File: src/rtl/fill_pkg.sv
// Shared definitions for the rectangle fill engine: FSM encoding, fill modes
// and the default visible-area limits.
package fill_pkg;

    typedef enum logic [1:0] {
        ST_IDLE = 2'd0,
        ST_CLIP = 2'd1,
        ST_DRAW = 2'd2,
        ST_FIN  = 2'd3
    } state_t;

    localparam logic [1:0] MODE_SOLID   = 2'b00;
    localparam logic [1:0] MODE_OUTLINE = 2'b01;
    localparam logic [1:0] MODE_CHECKER = 2'b10;

    localparam int DEF_X_MAX = 319;
    localparam int DEF_Y_MAX = 239;

endpackage

File: src/rtl/raster_scan.sv
// Raster position counter: x runs fastest, wrapping back to the row start
// column and advancing y when it reaches the row end.
module raster_scan
    import fill_pkg::*;
#(
    parameter int X_W = 9,
    parameter int Y_W = 8
) (
    input  logic           clk_i,
    input  logic           rst_n_i,
    input  logic           load_i,
    input  logic           step_i,
    input  logic [X_W-1:0] x_load_i,
    input  logic [Y_W-1:0] y_load_i,
    input  logic [X_W-1:0] x_start_i,
    input  logic [X_W-1:0] x_end_i,
    input  logic [Y_W-1:0] y_end_i,
    output logic [X_W-1:0] x_o,
    output logic [Y_W-1:0] y_o,
    output logic           last_o
);

    logic [X_W-1:0] x_q;
    logic [Y_W-1:0] y_q;

    always_ff @(posedge clk_i) begin
        if (!rst_n_i) begin
            x_q <= '0;
            y_q <= '0;
        end else if (load_i) begin
            x_q <= x_load_i;
            y_q <= y_load_i;
        end else if (step_i) begin
            if (x_q == x_end_i) begin
                x_q <= x_start_i;
                y_q <= y_q + Y_W'(1);
            end else begin
                x_q <= x_q + X_W'(1);
            end
        end
    end

    assign x_o    = x_q;
    assign y_o    = y_q;
    assign last_o = (x_q == x_end_i) && (y_q == y_end_i);

endmodule

File: src/rtl/rect_fill_engine.sv
// Rectangle fill engine: accepts a rectangle command, clips it to the visible
// area and emits one registered pixel write per cycle in raster order.
//
// state | meaning
// IDLE  | ready for a command
// CLIP  | clip rectangle end to the visible area (one cycle)
// DRAW  | one pixel per cycle, x fastest
// FIN   | one-cycle done pulse
module rect_fill_engine
    import fill_pkg::*;
#(
    parameter int X_W      = 9,
    parameter int Y_W      = 8,
    parameter int COLOUR_W = 6,
    parameter int X_MAX    = DEF_X_MAX,
    parameter int Y_MAX    = DEF_Y_MAX
) (
    input  logic                Clock,
    input  logic                Resetn,
    input  logic                cmdValid,
    output logic                cmdReady,
    input  logic [X_W-1:0]      cmdX,
    input  logic [Y_W-1:0]      cmdY,
    input  logic [X_W-1:0]      cmdW,
    input  logic [Y_W-1:0]      cmdH,
    input  logic [1:0]          cmdMode,
    input  logic [COLOUR_W-1:0] cmdColourA,
    input  logic [COLOUR_W-1:0] cmdColourB,
    input  logic                abort,
    output logic [X_W-1:0]      xOut,
    output logic [Y_W-1:0]      yOut,
    output logic [COLOUR_W-1:0] colourOut,
    output logic                plotOut,
    output logic                busy,
    output logic                done
);

    localparam logic [X_W:0] X_MAX_EXT = (X_W+1)'(X_MAX);
    localparam logic [Y_W:0] Y_MAX_EXT = (Y_W+1)'(Y_MAX);

    state_t              state_q;
    logic [X_W-1:0]      cmd_x_q, cmd_w_q, x_end_q;
    logic [Y_W-1:0]      cmd_y_q, cmd_h_q, y_end_q;
    logic [1:0]          mode_q;
    logic [COLOUR_W-1:0] colour_a_q, colour_b_q, colour_q;
    logic [X_W-1:0]      x_out_q;
    logic [Y_W-1:0]      y_out_q;
    logic                plot_q, last_q;

    logic [X_W:0]        x_sum;
    logic [Y_W:0]        y_sum;
    logic [X_W-1:0]      x_end_clip, x_end_cur, scan_x;
    logic [Y_W-1:0]      y_end_clip, y_end_cur, scan_y;
    logic                empty, accept, scan_step, scan_last;
    logic                edge_px, parity, pix_plot;
    logic [COLOUR_W-1:0] pix_colour;

    assign accept = cmdValid && (state_q == ST_IDLE);

    // Sums are one bit wider than the coordinates so far-edge clipping never wraps.
    always_comb begin
        x_sum      = {1'b0, cmd_x_q} + {1'b0, cmd_w_q} - (X_W+1)'(1);
        y_sum      = {1'b0, cmd_y_q} + {1'b0, cmd_h_q} - (Y_W+1)'(1);
        x_end_clip = (x_sum > X_MAX_EXT) ? X_MAX_EXT[X_W-1:0] : x_sum[X_W-1:0];
        y_end_clip = (y_sum > Y_MAX_EXT) ? Y_MAX_EXT[Y_W-1:0] : y_sum[Y_W-1:0];
        empty      = (cmd_w_q == '0) || (cmd_h_q == '0) ||
                     ({1'b0, cmd_x_q} > X_MAX_EXT) || ({1'b0, cmd_y_q} > Y_MAX_EXT);
        x_end_cur  = (state_q == ST_CLIP) ? x_end_clip : x_end_q;
        y_end_cur  = (state_q == ST_CLIP) ? y_end_clip : y_end_q;
    end

    // The counter sits on the origin during CLIP so the first pixel lands the next cycle.
    assign scan_step = !abort &&
                       (((state_q == ST_CLIP) && !empty) || ((state_q == ST_DRAW) && !last_q));

    raster_scan #(
        .X_W (X_W),
        .Y_W (Y_W)
    ) u_scan (
        .clk_i     (Clock),
        .rst_n_i   (Resetn),
        .load_i    (accept),
        .step_i    (scan_step),
        .x_load_i  (cmdX),
        .y_load_i  (cmdY),
        .x_start_i (cmd_x_q),
        .x_end_i   (x_end_cur),
        .y_end_i   (y_end_cur),
        .x_o       (scan_x),
        .y_o       (scan_y),
        .last_o    (scan_last)
    );

    always_comb begin
        edge_px = (scan_x == cmd_x_q) || (scan_x == x_end_cur) ||
                  (scan_y == cmd_y_q) || (scan_y == y_end_cur);
        parity  = scan_x[0] ^ cmd_x_q[0] ^ scan_y[0] ^ cmd_y_q[0];
        pix_plot   = 1'b1;
        pix_colour = colour_a_q;
        case (mode_q)
            MODE_SOLID:   pix_plot = 1'b1;
            MODE_OUTLINE: pix_plot = edge_px;
            MODE_CHECKER: pix_colour = parity ? colour_b_q : colour_a_q;
            default:      pix_plot = 1'b1;
        endcase
    end

    always_ff @(posedge Clock) begin
        if (!Resetn) begin
            state_q    <= ST_IDLE;
            cmd_x_q    <= '0;
            cmd_y_q    <= '0;
            cmd_w_q    <= '0;
            cmd_h_q    <= '0;
            mode_q     <= MODE_SOLID;
            colour_a_q <= '0;
            colour_b_q <= '0;
            x_end_q    <= '0;
            y_end_q    <= '0;
            x_out_q    <= '0;
            y_out_q    <= '0;
            colour_q   <= '0;
            plot_q     <= 1'b0;
            last_q     <= 1'b0;
        end else begin
            plot_q <= 1'b0;
            case (state_q)
                ST_IDLE: begin
                    if (accept) begin
                        cmd_x_q    <= cmdX;
                        cmd_y_q    <= cmdY;
                        cmd_w_q    <= cmdW;
                        cmd_h_q    <= cmdH;
                        mode_q     <= cmdMode;
                        colour_a_q <= cmdColourA;
                        colour_b_q <= cmdColourB;
                        state_q    <= ST_CLIP;
                    end
                end
                ST_CLIP: begin
                    if (abort || empty) begin
                        state_q <= ST_FIN;
                    end else begin
                        x_end_q  <= x_end_clip;
                        y_end_q  <= y_end_clip;
                        x_out_q  <= scan_x;
                        y_out_q  <= scan_y;
                        colour_q <= pix_colour;
                        plot_q   <= pix_plot;
                        last_q   <= scan_last;
                        state_q  <= ST_DRAW;
                    end
                end
                ST_DRAW: begin
                    if (abort || last_q) begin
                        state_q <= ST_FIN;
                    end else begin
                        x_out_q  <= scan_x;
                        y_out_q  <= scan_y;
                        colour_q <= pix_colour;
                        plot_q   <= pix_plot;
                        last_q   <= scan_last;
                    end
                end
                ST_FIN:  state_q <= ST_IDLE;
                default: state_q <= ST_IDLE;
            endcase
        end
    end

    assign cmdReady  = (state_q == ST_IDLE);
    assign busy      = (state_q != ST_IDLE);
    assign done      = (state_q == ST_FIN);
    assign xOut      = x_out_q;
    assign yOut      = y_out_q;
    assign colourOut = colour_q;
    assign plotOut   = plot_q;

endmodule

File: config.mk
export PLATFORM = sky130hd
export DESIGN_NAME = rect_fill_engine
export DESIGN_NICKNAME = d
export VERILOG_FILES = /design/src/rtl/fill_pkg.sv /design/src/rtl/raster_scan.sv /design/src/rtl/rect_fill_engine.sv
export SDC_FILE = /design/constraint.sdc
export NUM_CORES = 1
export LEC_CHECK = 0
export ABC_CLOCK_PERIOD_IN_PS = 5900
export CAP_MARGIN = 25
export CORE_MARGIN = 8
export CORE_UTILIZATION = 30
export DETAILED_ROUTE_END_ITERATION = 8
export GPL_ROUTABILITY_DRIVEN = 0
export PLACE_DENSITY_LB_ADDON = 0.15
export REMOVE_ABC_BUFFERS = 1
export SLEW_MARGIN = 20
export SYNTH_ARGS = -nofsm -noshare
export SYNTH_HDL_FRONTEND = slang
export SYNTH_HIERARCHICAL = 1
export SYNTH_SLANG_ARGS = --single-unit
File: constraint.sdc
create_clock -name Clock -period 5.9 [get_ports Clock]
set_clock_uncertainty 0.1 [all_clocks]
set_input_delay 0.59 -clock Clock [delete_from_list [all_inputs] [get_ports Clock]]
set_output_delay 0.59 -clock Clock [all_outputs]
set_load 0.01 [all_outputs]
==> out/qor.csv <==
stage,metric,value,unit
floorplan,start_util,30.3,%
clock_network,ctsHoldBuffers,0,
clock_network,post-cts-setup-buffers,0,
sta,rsz0062_at_grt,no,
worst_hold_path,hold_depth,2,
finish,multi_input_area,4140,µm²
worst_setup_path,max_stage_delay,540,ps
worst_setup_path,startpoint_type,flip-flop,
global_routing,antenna_found_initial,0,
detailed_routing,drc_errors,0,
global_routing,grt_pass1_wl,33300,µm
global_routing,grt_max_degree,49,
worst_setup_path,worstPathCellList,inv_1 > ha_1 > inv_1 > ha_1 > fa_1 > a21oi_1 > o22ai_1 > o41a_1 > xnor2_2 > o21a_1 > and2_1 > mux2_2 > xnor2_1 > and2_1 > nand3_4 > or4_1 > a31oi_1,
status,status,completed,
worst_setup_path,crit_arrival,4770,ps
logic_synthesis,synth_ff_type,dfxtp_1,
sta,finalMaxSlewViolations,0,
logic_synthesis,synth_area_per_cell,7.67,µm²
finish,final_layout_size_suffix_gt1_share,5.60,%
global_routing,grt_pass1_vias,6088,
worst_setup_path,r2r_cells,17,
logic_synthesis,synthDistinctLibCells,73,
logic_synthesis,ys_seq_area_share,32.0,%
sta,finalSetupViolCount,0,
logic_synthesis,synth_largest_area_cell,dfxtp_1,
place,dp_hpwl,15100,µm
worst_setup_path,rr_startpoint,cmd_x_q[1]$_SDFFE_PN0P_,
worst_setup_path,cp_num_buf_inv,2,
clock_network,clock_path_buffers,2,
sta,max_freq,0.218,GHz
clock_network,clk_latency,360,ps
detailed_routing,wl_per_cell,16.8,µm
logic_synthesis,syn_inst,889,
clock_network,post_cts_resized,0,
worst_setup_path,r2r_end,u_scan/y_o[5]$_SDFFE_PN0P_,
pwr,cellPowerDensity,532,nW/µm²
global_routing,grt.total_usage,14.8,%
worst_setup_path,cp_max_fo,13,
logic_synthesis,synth_seq_cells,109,
logic_synthesis,synth-simple-area-share,21.0,%
sta,max_slew_margin,45.5,%
clock_network,cts_tree,done,
finish,fill_cells,2404,
worst_hold_path,holdPathEnd,yOut[0]$_SDFFE_PN0P_,
worst_setup_path,r2r_slack,1320,ps
worst_setup_path,worstSetupEndpointType,flip-flop,
logic_synthesis,postSynth.asyncResetShare,0,%
logic_synthesis,synth.area.top_cells,"dfxtp_1, nand2_1, ha_1",
global_routing,grt-ovfl-total,0,
finish,final_common_cell,nand2_1,
worst_hold_path,hp-class,reg -> reg,
sta,fin_crit_sh,77.6,%
clock_network,cts-htree-levels,3,
floorplan,dieArea,27800,µm²
logic_synthesis,synth_edf_count,0,
sta,hold_viol,0,
clock_network,clockRootBuffer,clkbuf_16,
detailed_routing,drt-total-wl,20700,µm
worst_setup_path,critPathSlowestCell,or4_1,
detailed_routing,via_per_inst,5.03,
detailed_routing,drt_iter0_markers,356,
place,placedCellCount,1215,
pwr,leakagePower,0.00316,µW
worst_setup_path,critical_path_class,reg -> reg,
finish,antenna_cells,0,
clock_network,cts_buffers,9,
finish,final_nets,1033,
floorplan,num_io_pins,79,
worst_hold_path,min-delay-start,yOut[0]$_SDFFE_PN0P_,
pwr,peakVddDrop,0.173,mV
detailed_routing,ant_nets,0,
logic_synthesis,synthMuxAreaShare,3.29,%
logic_synthesis,synth_compound_area_share,20.2,%
floorplan,die_h,167,µm
sta,period_minus_slack,4580,ps
finish,seq_area,2180,µm²
worst_setup_path,cp_data_required_time,6090,ps
logic_synthesis,syn_area,6820,µm²
clock_network,cts.sinks,109,
finish,layout_common_cells,"nand2_1, dfxtp_1, a21oi_1",
place,numPortBuffers,78,
finish,stdcell_count,1231,
logic_synthesis,synth-adder-area-share,7.56,%
sta,worst_pin_slew,814,ps
logic_synthesis,yosys.area.top_type_share,32.0,%
worst_setup_path,crit_family,compound AO/OA/AOI/OAI gates,
sta,fin_setup_tns,0,ps
floorplan,core,22500,µm²
logic_synthesis,synth_xor_xnor_area_share,8.57,%
clock_network,clk_pin_slew,90,ps
floorplan,fp-row-count,55,
logic_synthesis,ys_warn_count,6,
floorplan,dieWidth,167,µm
finish,area_delta_synth_final,19.6,%
logic_synthesis,synth_top_family_by_area,simple AND/OR/NAND/NOR gates,
detailed_routing,vias,6190,
detailed_routing,dr.pass1.iters,5,
job,maxCapViolations,0,
worst max path at each step:
stage                             from                         end  slack (ps)  cells after the start
6_report       cmd_x_q[1]$_SDFFE_PN0P_  u_scan/y_o[5]$_SDFFE_PN0P_        1320                     17
5_1_grt        cmd_x_q[1]$_SDFFE_PN0P_  u_scan/y_o[5]$_SDFFE_PN0P_        1020                     17
3_5_place_dp   cmd_x_q[1]$_SDFFE_PN0P_  u_scan/y_o[5]$_SDFFE_PN0P_        1350                     17
2_1_floorplan  cmd_x_q[1]$_SDFFE_PN0P_  u_scan/y_o[5]$_SDFFE_PN0P_        1760                     17
3_3_place_gp   cmd_x_q[1]$_SDFFE_PN0P_  u_scan/y_o[5]$_SDFFE_PN0P_        1420                     17
4_1_cts        cmd_x_q[1]$_SDFFE_PN0P_  u_scan/y_o[5]$_SDFFE_PN0P_        1320                     17
worst register-to-register path, cell delays in order, from the launching register on:
cell and delay (ps):
dfxtp_1 390, inv_1 60, ha_1 270, inv_1 40
ha_1 210, fa_1 400, a21oi_1 220, o22ai_1 160
o41a_1 390, xnor2_2 180, o21a_1 450, and2_1 230
mux2_2 160, xnor2_1 120, and2_1 220, nand3_4 210
or4_1 550, a31oi_1 160
stage by stage:
| stage | worst slack (ps) | instance area (µm²) | hold WS (ps) | utilization (%) | total power (µW) |
|---|---|---|---|---|---|
| floorplan | 1760 | 6650 | 336 | - | 2970 |
| global placement | 1420 | 7830 | 344 | 34.8 | 3740 |
| detailed placement | 1350 | 7850 | 348 | 34.9 | 3720 |
| CTS | 1320 | 8150 | 359 | 36.2 | 4370 |
| global route | 1020 | 8160 | 374 | 36.2 | 4720 |
| finish | 1320 | 8160 | 357 | 36.2 | 4340 |
registers in the layout, summed over array words and instances (netlist names), 6 cells and up:
signal / count
yOut: 8
cmd_y_q: 8
cmd_h_q: 8
u_scan/x_o: 9
xOut: 9
colourOut: 6
u_scan/y_o: 8
colour_a_q: 6
y_end_q: 8
cmd_x_q: 9
colour_b_q: 6
x_end_q: 9
cmd_w_q: 9
cell usage after synthesis (5+ instances only):
cell / instances
nand2_1: 153
dfxtp_1: 109
a21oi_1: 93
inv_1: 89
nor2_1: 53
ha_1: 38
clkbuf_1: 37
xnor2_1: 34
o21ai_0: 31
xor2_1: 29
a211oi_1: 27
mux2i_1: 19
nor3_1: 17
nand3_1: 15
a31oi_1: 10
nand4_1: 9
nor4_1: 9
nor2b_1: 7
and3_1: 6
a311oi_1: 5
buf_2: 5
o22ai_1: 5
o31ai_1: 5
or4_1: 5
cell families (layout without fill, tap and decap cells):
kind of cell	after synthesis	in the layout
AOI/OAI and AO/OA	214	214
xor gates and xnor gates	65	65
adders and majority gates	40	40
buffers and inverters	133	190
DFF	109	109
muxes	22	22
and+or+nand+nor	306	306
cell type report:
class,instances,area share [%]
well taps,285,4.37
clock inverters,7,0.921
flip-flops and latches,109,26.8
multi-input cells,647,50.8
clock buffers,9,2.76
inverters,90,4.14
repair buffers,84,10.3
where the power goes:
part / internal, µW / switching, µW
combinational: 1020 / 1510
sequential: 904 / 279
clock: 302 / 325
layer usage:
layer	up-vias	track usage (%)	part of all wire (%)
li1	3161	-	-
met1	2868	19.7	48
met2	143	24.3	47
met3	18	2.91	4.2
met4	0	3.33	1.1
met5	-	0	0
Note: power is estimated with default switching activity, not from simulation.
